$ cat src/rtl/viterbi_code_sync_if.sv
// Code-stream bundle between the channel/encoder side and the symbol synchronizer.
// The master drives the raw code. The slave returns the sampled symbol, its strobe and the lock flags.
interface viterbi_code_sync_if #(
    parameter int unsigned WD_CODE = 2
);
    logic [WD_CODE-1:0] Code;
    logic [WD_CODE-1:0] CodeOut;
    logic               SymValid;
    logic               Active;
    logic               LockLost;

    modport master (
        output Code,
        input  CodeOut,
        input  SymValid,
        input  Active,
        input  LockLost
    );

    modport slave (
        input  Code,
        output CodeOut,
        output SymValid,
        output Active,
        output LockLost
    );
endinterface

$ cat src/rtl/viterbi_code_sync.sv
// Mid-symbol sampler and lock generator in front of the Viterbi decoder.
// Optional phase re-centring on every code transition is enabled by defining SYNC_TRACK_EN.
module viterbi_code_sync #(
    parameter int unsigned WD_CODE    = 2,
    parameter int unsigned SYM_CYCLES = 8,
    parameter int unsigned IDLE_SYMS  = 16
) (
    input  logic                CLOCK,
    input  logic                Reset,
    viterbi_code_sync_if.slave  bus
);
    localparam int unsigned PW  = (SYM_CYCLES > 1) ? $clog2(SYM_CYCLES) : 1;
    localparam int unsigned ZW  = $clog2(IDLE_SYMS + 1);
    localparam int unsigned MID = SYM_CYCLES / 2;

    typedef enum logic [1:0] {
        IDLE,
        ALIGN,
        LOCK
    } state_t;

    state_t             state;
    logic [WD_CODE-1:0] code_q;
    logic [PW-1:0]      phase;
    logic [ZW-1:0]      zcnt;

    logic               code_nz_c;
    logic               at_mid_c;
    logic [PW-1:0]      phase_inc_c;

    assign code_nz_c   = |bus.Code;
    assign at_mid_c    = (phase == PW'(MID));
    assign phase_inc_c = (phase == PW'(SYM_CYCLES - 1)) ? '0 : phase + PW'(1);

    // Symbol timer, zero-run counter and registered outputs
    always_ff @(posedge CLOCK) begin
        if (!Reset) begin
            state        <= IDLE;
            code_q       <= '0;
            phase        <= '0;
            zcnt         <= '0;
            bus.CodeOut  <= '0;
            bus.SymValid <= 1'b0;
            bus.Active   <= 1'b0;
            bus.LockLost <= 1'b0;
        end else begin
            code_q       <= bus.Code;
            bus.SymValid <= 1'b0;
            bus.LockLost <= 1'b0;
            case (state)
                IDLE: begin
                    phase <= '0;
                    zcnt  <= '0;
                    // Only a zero-to-nonzero edge starts acquisition
                    if (!(|code_q) && code_nz_c) begin
                        state <= ALIGN;
                        phase <= PW'(1);
                    end
                end
                ALIGN: begin
                    phase <= phase_inc_c;
                    if (at_mid_c) begin
                        bus.CodeOut  <= bus.Code;
                        bus.SymValid <= 1'b1;
                        bus.Active   <= 1'b1;
                        zcnt         <= '0;
                        state        <= LOCK;
                    end
                end
                LOCK: begin
                    phase <= phase_inc_c;
`ifdef SYNC_TRACK_EN
                    if (bus.Code != code_q) begin
                        phase <= PW'(1);
                    end
`endif
                    if (at_mid_c) begin
                        if (code_nz_c) begin
                            zcnt         <= '0;
                            bus.CodeOut  <= bus.Code;
                            bus.SymValid <= 1'b1;
                        end else if (zcnt != ZW'(IDLE_SYMS - 1)) begin
                            zcnt         <= zcnt + ZW'(1);
                            bus.CodeOut  <= '0;
                            bus.SymValid <= 1'b1;
                        end else begin
                            // Long idle run: drop lock, hold the last CodeOut
                            bus.Active   <= 1'b0;
                            bus.LockLost <= 1'b1;
                            state        <= IDLE;
                            phase        <= '0;
                            zcnt         <= '0;
                        end
                    end
                end
                default: state <= IDLE;
            endcase
        end
    end
endmodule

$ cat src/flat_wrapper.sv
// flat-port wrapper written by rule: the top's interface ports become plain ports
module viterbi_code_sync_flat 
#(
    parameter int unsigned WD_CODE    = 2,
    parameter int unsigned SYM_CYCLES = 8,
    parameter int unsigned IDLE_SYMS  = 16
)
  (CLOCK, Reset, bus_Code, bus_CodeOut, bus_SymValid, bus_Active, bus_LockLost);
  viterbi_code_sync_if #(.WD_CODE(WD_CODE)) bus_i ();
  input  logic CLOCK;
  input  logic Reset;
  input wire logic [$bits(bus_i.Code)-1:0] bus_Code;
  output wire logic [$bits(bus_i.CodeOut)-1:0] bus_CodeOut;
  output wire logic [$bits(bus_i.SymValid)-1:0] bus_SymValid;
  output wire logic [$bits(bus_i.Active)-1:0] bus_Active;
  output wire logic [$bits(bus_i.LockLost)-1:0] bus_LockLost;
  assign bus_i.Code = bus_Code;
  assign bus_CodeOut = bus_i.CodeOut;
  assign bus_SymValid = bus_i.SymValid;
  assign bus_Active = bus_i.Active;
  assign bus_LockLost = bus_i.LockLost;
  viterbi_code_sync #(.WD_CODE(WD_CODE), .SYM_CYCLES(SYM_CYCLES), .IDLE_SYMS(IDLE_SYMS)) u_core (.CLOCK(CLOCK), .Reset(Reset), .bus(bus_i));
endmodule
$ cat config.mk
export PLATFORM = sky130hd
export DESIGN_NAME = viterbi_code_sync_flat
export DESIGN_NICKNAME = d
export VERILOG_FILES = /design/src/rtl/viterbi_code_sync_if.sv /design/src/rtl/viterbi_code_sync.sv /design/src/flat_wrapper.sv
export SDC_FILE = /design/constraint.sdc
export NUM_CORES = 1
export LEC_CHECK = 0
export ABC_AREA = 1
export BUFFER_PORTS_ARGS = -buffer_cell sky130_fd_sc_hd__buf_2
export CAP_MARGIN = 5
export CORE_MARGIN = 2
export CORE_UTILIZATION = 35
export DETAILED_ROUTE_END_ITERATION = 12
export HOLD_SLACK_MARGIN = 0.15
export SYNTH_ARGS = -nofsm -noshare
export SYNTH_HDL_FRONTEND = slang
export SYNTH_SLANG_ARGS = --single-unit
$ cat constraint.sdc
create_clock -name CLOCK -period 1.46 [get_ports CLOCK]
set_input_delay 0.365 -clock CLOCK [delete_from_list [all_inputs] [get_ports CLOCK]]
set_output_delay 0.365 -clock CLOCK [all_outputs]
set_load 0.02 [all_outputs]
==> results of run 1 <==
-- cell usage in the layout, fill, tap and decap left out, drive strengths merged --
cell type	synthesis	layout
a21oi	12	12
ha	8	8
nor2	16	16
o21ai	7	7
or2	1	1
and3	1	1
clkinv	1	1
nand3b	1	1
nand4	1	1
nor3	3	3
a31o	1	1
dfxtp	17	17
nand3	7	7
inv	20	20
buf	2	14
nand2	27	27
o2111ai	1	1
clkbuf	0	4
xor2	1	1
-- synth_stat cells (2+ instances only) --
master	instances	area [sq um]
ha_1	8	100.1
inv_1	16	60.06
dfxtp_1	17	340.3
a21oi_1	11	55.05
nand3_1	7	35.03
nor3_1	3	15.01
inv_2	4	15.01
o21ai_0	5	25.02
nand2_2	2	12.51
nand2_1	25	93.84
nor2_1	15	56.30
-- routing by layer --
layer,vias up,wire length [um],GRT usage (%)
met5,-,0,0
met4,0,27,7.317
met3,5,76,2.957
met2,16,795,22.42
met1,339,869,17.38
li1,438,-,-
-- final cells by class --
type / instances / area [sq um] / area share [%]
Multi-Input combinational cell: 87 / 521.8 / 47.49
Sequential cell: 17 / 349.1 / 31.78
Tap cell: 30 / 37.54 / 3.417
Clock buffer: 4 / 26.28 / 2.392
Inverter: 21 / 78.83 / 7.175
Timing Repair Buffer: 14 / 85.08 / 7.745
-- metrics by stage --
step                hold WS, ns  cells
floorplan                0.4283    127
global placement         0.4548    167
detailed placement       0.4505    167
CTS                      0.2905    171
global route             0.3040    173
finish                   0.2937    173
-- registers in the layout (all words and copies together), names as in the netlist --
| name | flops |
|---|---|
| u_core.state | 2 |
| u_core.zcnt | 5 |
| u_core.bus.SymValid | 1 |
| u_core.code_q | 2 |
| u_core.phase | 3 |
| u_core.bus.Active | 1 |
| u_core.bus.LockLost | 1 |
| u_core.bus.CodeOut | 2 |
-- final timing paths --
path / startpoint / endpoint / cells past startpoint / slack (ns)
worst max register to register: u_core.state[0] / u_core.zcnt[0] / 6 / 0.11
worst max-delay path: u_core.state[0] / u_core.zcnt[0] / 6 / 0.11
worst min-delay path: bus_Code[0] / u_core.code_q[0] / 3 / 0.29
worst min register to register: u_core.zcnt[4] / u_core.zcnt[4] / 2 / 0.46
-- kinds of logic (layout without fill, tap and decap cells) --
kind of cell	after synthesis	count (layout)
AO/OA/AOI/OAI	21	21
XOR/XNOR	1	1
adder cells (fa/ha/maj)	8	8
buffers and inverters	23	39
flip-flops	17	17
AND/OR/NAND/NOR	57	57
-- repair_timing --
item / 4_1_cts / 5_1_grt
setup buffers: 0 / 2
hold buffers: 0 / 0
pin swaps: 0 / 3
resized for setup: 2 / 13
endpoints found under the setup margin: 2 / 8
-- power breakdown --
group | leakage, nW | internal (W) | total [W] | switching, W
logic | 0.353 | 0.000330 | 0.000806 | 0.000476
registers | 0.141 | 0.000554 | 0.000610 | 0.0000563
clock network | 0.0150 | 0.000106 | 0.000249 | 0.000143
-- worst min-delay path, stage by stage --
cell,delay [ns]
buf_2,0.11
nand2_1,0.05
inv_1,0.04
==> run_results.csv, run 1 <==
group,metric,value,unit
yosys,syn_nets,139,
worst_setup_path,cp.arrival,1.56,ns
routing,first_iter_violations,14,
timing,max-slew-margin-rel,83.16,%
power_and_ir_drop,total_power,0.001665,W
yosys,synth_area,917.1,sq um
timing,period_needed,1.349,ns
placed_design,dpl.hpwl,1381,um
cells_and_area,finish.instance_area,0.001099,sq mm
timing,max_freq,741.3,MHz
worst_setup_path,endpoint_kind,"flip-flop",
placed_design,place_area,0.001008,sq mm
worst_setup_path,cp.required,1.68,ns
status,outcome,"complete, no violations",
yosys,synth_xor_area_share,0.9550,%
global_route,grt_pass1_wl,2987,um
global_route,grt_usage,13.93,%
yosys,muxShareOfSynthArea,0,%
yosys,ys_seq_area_share,37.11,%
timing,period_share,92.40,%
die,rows,18,
timing,slew_violations,0,
routing,drc,0,
yosys,synth_flop_cell,"dfxtp_1",
worst_setup_path,criticalPathCategory,"flip-flop to flip-flop",
timing,hold_viol,0,
worst_setup_path,path_cells,"inv_1 -> ha_4 -> o21ai_4 -> nand2_4 -> or2_0 -> a21oi_1",
placed_design,dp_slack,-0.02120,ns
placed_design,place_congestion,0.8457,
timing,fin_skew,0.006174,ns
timing,setup_viol,0,
timing,tightest_slew,0.2523,ns
worst_setup_path,path_buf_inv,1,
power_and_ir_drop,leakage,0.5088,nW
global_route,grt_max_degree,10,
worst_setup_path,path_max_fanout,9,
die,initial_utilization,37.02,%
cells_and_area,fill_cells,263,
yosys,synth_edf_count,0,
clock_network,clkTransAtPathRegs,0.10,ns
die,die_w,55.19,um
timing,rsz0062_at_grt,"no",
power_and_ir_drop,peakVddDrop,0.8620,mV
die,num_io_pins,9,
job,max-cap-violations,0,
routing,vias_per_cell,4.613,
clock_network,cts-buffers-inserted,3,
die,die_h,55.19,um
routing,firstDrtPassIters,4,
routing,routed_wirelength,1769,um
die,dieArea,0.003046,sq mm
cells_and_area,area_growth,19.78,%
die,core_area,0.002477,sq mm
clock_network,tritoncts,"yes",
yosys,synth_fa_ha_area_share,10.91,%
clock_network,clk_latency,0.29,ns
yosys,yosys.area_share.simple,26.74,%
worst_setup_path,critPathLaunchType,"flip-flop",
cells_and_area,nets,156,
worst_setup_path,critPathMaxStageDelay,0.38,ns
clock_network,cts.htree.levels,1,
worst_setup_path,crit_slowest_cell,"dfxtp_4",
global_route,antenna_found_initial,0,
placed_design,portBuffers,8,
routing,detail_route.wl_per_cell,10.23,um
yosys,synth_top_family_by_area,"simple AND/OR/NAND/NOR gates",
cells_and_area,drive_gt1_share,25.87,%
yosys,synth_area_per_cell,7.221,sq um
worst_setup_path,crit_family,"flip-flops",
timing,setup_ws,0.1110,ns
cells_and_area,final_core_util,44.34,%
yosys,synth-compound-area-share,13.92,%
timing,setup_tns,0,ns
yosys,syn-instance-count,127,
cells_and_area,n_antenna_cell,0,
clock_network,cts_sinks,17,
yosys,synth_warnings,0,
power_and_ir_drop,power_density,1516,mW/mm^2
global_route,grt_overflow,0,
clock_network,cts.path.max_buffers,2,
yosys,ys_ff_latch,17,
yosys,yosysUniqueCellTypes,25,
worst_hold_path,hp-class,"input pin to flip-flop",
routing,ant_nets,0,
routing,via_count,798,
clock_network,clockRootBuffer,"clkbuf_4",
yosys,ys_async_sr_fraction,0,%
global_route,grt_pass1_vias,711,
Power figures use the tool's default switching activity.
==> run 2, diff against run 1 <==
CELL_PAD_IN_SITES_DETAIL_PLACEMENT = 1   (was unset)
CELL_PAD_IN_SITES_GLOBAL_PLACEMENT = 2   (was unset)
CORE_UTILIZATION = 31   (was 35)
CTS_BUF_LIST = sky130_fd_sc_hd__clkbuf_2   (was unset)
PLACE_DENSITY_LB_ADDON = 0.1   (was unset)
==> run 2 against run 1 <==
Effect of this change: final area grew 3.6%; register-to-register slack lost 0.04 ns; worst hold slack lost 0.046 ns; non-clock buffer count grew 5; critical path depth grew 2; sequential cell count is the same; via count grew 4.0%; combinational power grew 12%; clock skew grew 0.0079 ns; critical path type unchanged; largest cell class unchanged.
==> run_results.csv, run 2 (synthesis gave the netlist of run 1 again) <==
group,metric,value,unit
status,outcome,"complete, no violations",
clock_network,clockRootBuffer,"clkbuf_2",
timing,whs,0.2474,ns
global_route,grt_pass1_wl,3808,um
placed_design,place_area,0.001040,sq mm
worst_setup_path,path_cells,"inv_1 -> ha_2 -> nor2_1 -> nor2_1 -> a21oi_2 -> nand2_1 -> nor2_1 -> nor2_1",
power_and_ir_drop,leakage,0.5392,nW
job,max-cap-violations,0,
routing,first_iter_violations,19,
cells_and_area,finish.instance_area,0.001139,sq mm
clock_network,tritoncts,"yes",
placed_design,dp_slack,-0.03592,ns
routing,vias_per_cell,4.637,
cells_and_area,final_common_cell,"nand2_1",
cells_and_area,fill_cells,356,
die,rows,19,
placed_design,dpl.hpwl,1788,um
timing,slew_violations,0,
routing,firstDrtPassIters,4,
global_route,grt_pass1_vias,818,
cells_and_area,multi_input_area,516.7,sq um
routing,ant_nets,0,
global_route,grt_usage,14.84,%
power_and_ir_drop,power_density,1543,mW/mm^2
worst_setup_path,endpoint_kind,"flip-flop",
worst_setup_path,crit_top_cell,"nor2_1",
worst_hold_path,hold_depth,3,
routing,routed_wirelength,2284,um
routing,via_count,830,
clock_network,cts.htree.levels,1,
die,die_w,58.39,um
cells_and_area,final_cells,179,
timing,max-slew-margin-rel,85.13,%
cells_and_area,reg.largest.list,"u_core.zcnt: 5 flops, u_core.phase: 3 flops",
timing,setup_viol,0,
worst_setup_path,crit_slowest_cell,"dfxtp_4",
die,initial_utilization,32.97,%
worst_setup_path,critPathMaxStageDelay,0.40,ns
power_and_ir_drop,total_power,0.001757,W
worst_setup_path,critPathLaunchType,"flip-flop",
timing,period_needed,1.393,ns
global_route,antenna_found_initial,0,
cells_and_area,nets,161,
worst_hold_path,hp-class,"input pin to flip-flop",
clock_network,clk_latency,0.33,ns
cells_and_area,largest_reg_flops,5,
cells_and_area,drive_gt1_share,30.41,%
timing,hold_viol,0,
die,die_h,58.39,um
routing,detail_route.wl_per_cell,12.76,um
clock_network,cts-buffers-inserted,3,
die,core_area,0.002781,sq mm
clock_network,cts.path.max_buffers,2,
placed_design,portBuffers,8,
die,num_io_pins,9,
clock_network,clkTransAtPathRegs,0.19,ns
cells_and_area,regMostFlops,"u_core.zcnt",
worst_setup_path,cp.arrival,1.63,ns
die,dieArea,0.003409,sq mm
timing,max_freq,717.9,MHz
worst_setup_path,cp.required,1.70,ns
cells_and_area,n_antenna_cell,0,
routing,drc,0,
worst_setup_path,criticalPathCategory,"flip-flop to flip-flop",
timing,setup_ws,0.06701,ns
clock_network,cts_sinks,17,
global_route,grt_overflow,0,
placed_design,place_congestion,0.7366,
power_and_ir_drop,peakVddDrop,0.7163,mV
placed_design,dp_cells,172,
cells_and_area,regArea,349.1,sq um
timing,period_share,95.41,%
worst_setup_path,worstRegToRegCells,8,
cells_and_area,area_growth,24.15,%
global_route,grt_max_degree,10,
timing,tightest_slew,0.2225,ns
worst_setup_path,path_max_fanout,3,
timing,rsz0062_at_grt,"yes",
clock_network,ctsHoldBuffers,0,
timing,fin_skew,0.01411,ns
cells_and_area,final_cell_mix,"nand2_1 (23), inv_1 (15), nor2_1 (14), dfxtp_1 (12), a21oi_1 (11)",
==> run 2: cell count changes in the layout (fill, tap and decap cells not counted), sizes merged <==
cell  delta
buf      +5
==> run 2: critical path: cells and delay by family (launching register included) <==
| kind | cells | cell delay, ns |
|---|---|---|
| simple gates | 5 | 0.47 |
| flops | 1 | 0.40 |
| buf+inv | 1 | 0.08 |
| fa+ha+maj | 1 | 0.21 |
| compound gates | 1 | 0.16 |
==> run 2: worst paths after layout <==
check	to	from	slack, ns
worst max register to register	u_core.state[1]	u_core.state[1]	0.07
worst min register to register	u_core.zcnt[4]	u_core.zcnt[4]	0.47
worst max-delay path	u_core.state[1]	u_core.state[1]	0.07
worst min-delay path	u_core.code_q[1]	bus_Code[1]	0.25
==> run 2: through the flow <==
| step | util [%] | TNS (ns) |
|---|---|---|
| 2_1_floorplan | - | 0 |
| 3_3_place_gp | 37.38 | 0 |
| 3_5_place_dp | 37.38 | -0.05244 |
| 4_1_cts | 38.24 | 0 |
| 5_1_grt | 40.94 | -0.1325 |
| 6_report | 40.94 | 0 |
==> run 2: layout make-up <==
type                            instances  share of cell area [%]
Multi-Input combinational cell         87                   45.38
Sequential cell                        17                   30.66
Clock buffer                            4                   1.758
Inverter                               21                   6.923
Timing Repair Buffer                   19                   11.87
Tap cell                               31                   3.407
==> run 2: power by group <==
group,internal [W],leakage (nW),total [W],switching (W)
combinational,0.000386,0.381,0.000906,0.000520
clock,0.0000725,0.0166,0.000246,0.000173
sequential,0.000551,0.141,0.000605,0.0000546
total,0.00101,0.539,0.00176,0.000748
==> run 2: what timing repair did <==
| action | in CTS | in global routing |
|---|---|---|
| buffers inserted | 0 | 3 |
| hold endpoints to repair | 0 | 0 |
| setup endpoints to repair | 3 | 12 |
| pin swaps | 0 | 2 |
| gates cloned | 0 | 0 |
| gates resized for setup | 2 | 14 |
==> run 2: per-layer routing <==
metal,GRT usage [%],up-vias,part of all wire (%)
met5,0,-,0
met4,7.973,0,2.2
met3,2.418,5,2.5
met2,21.35,9,43
met1,21.09,368,52
li1,-,448,-
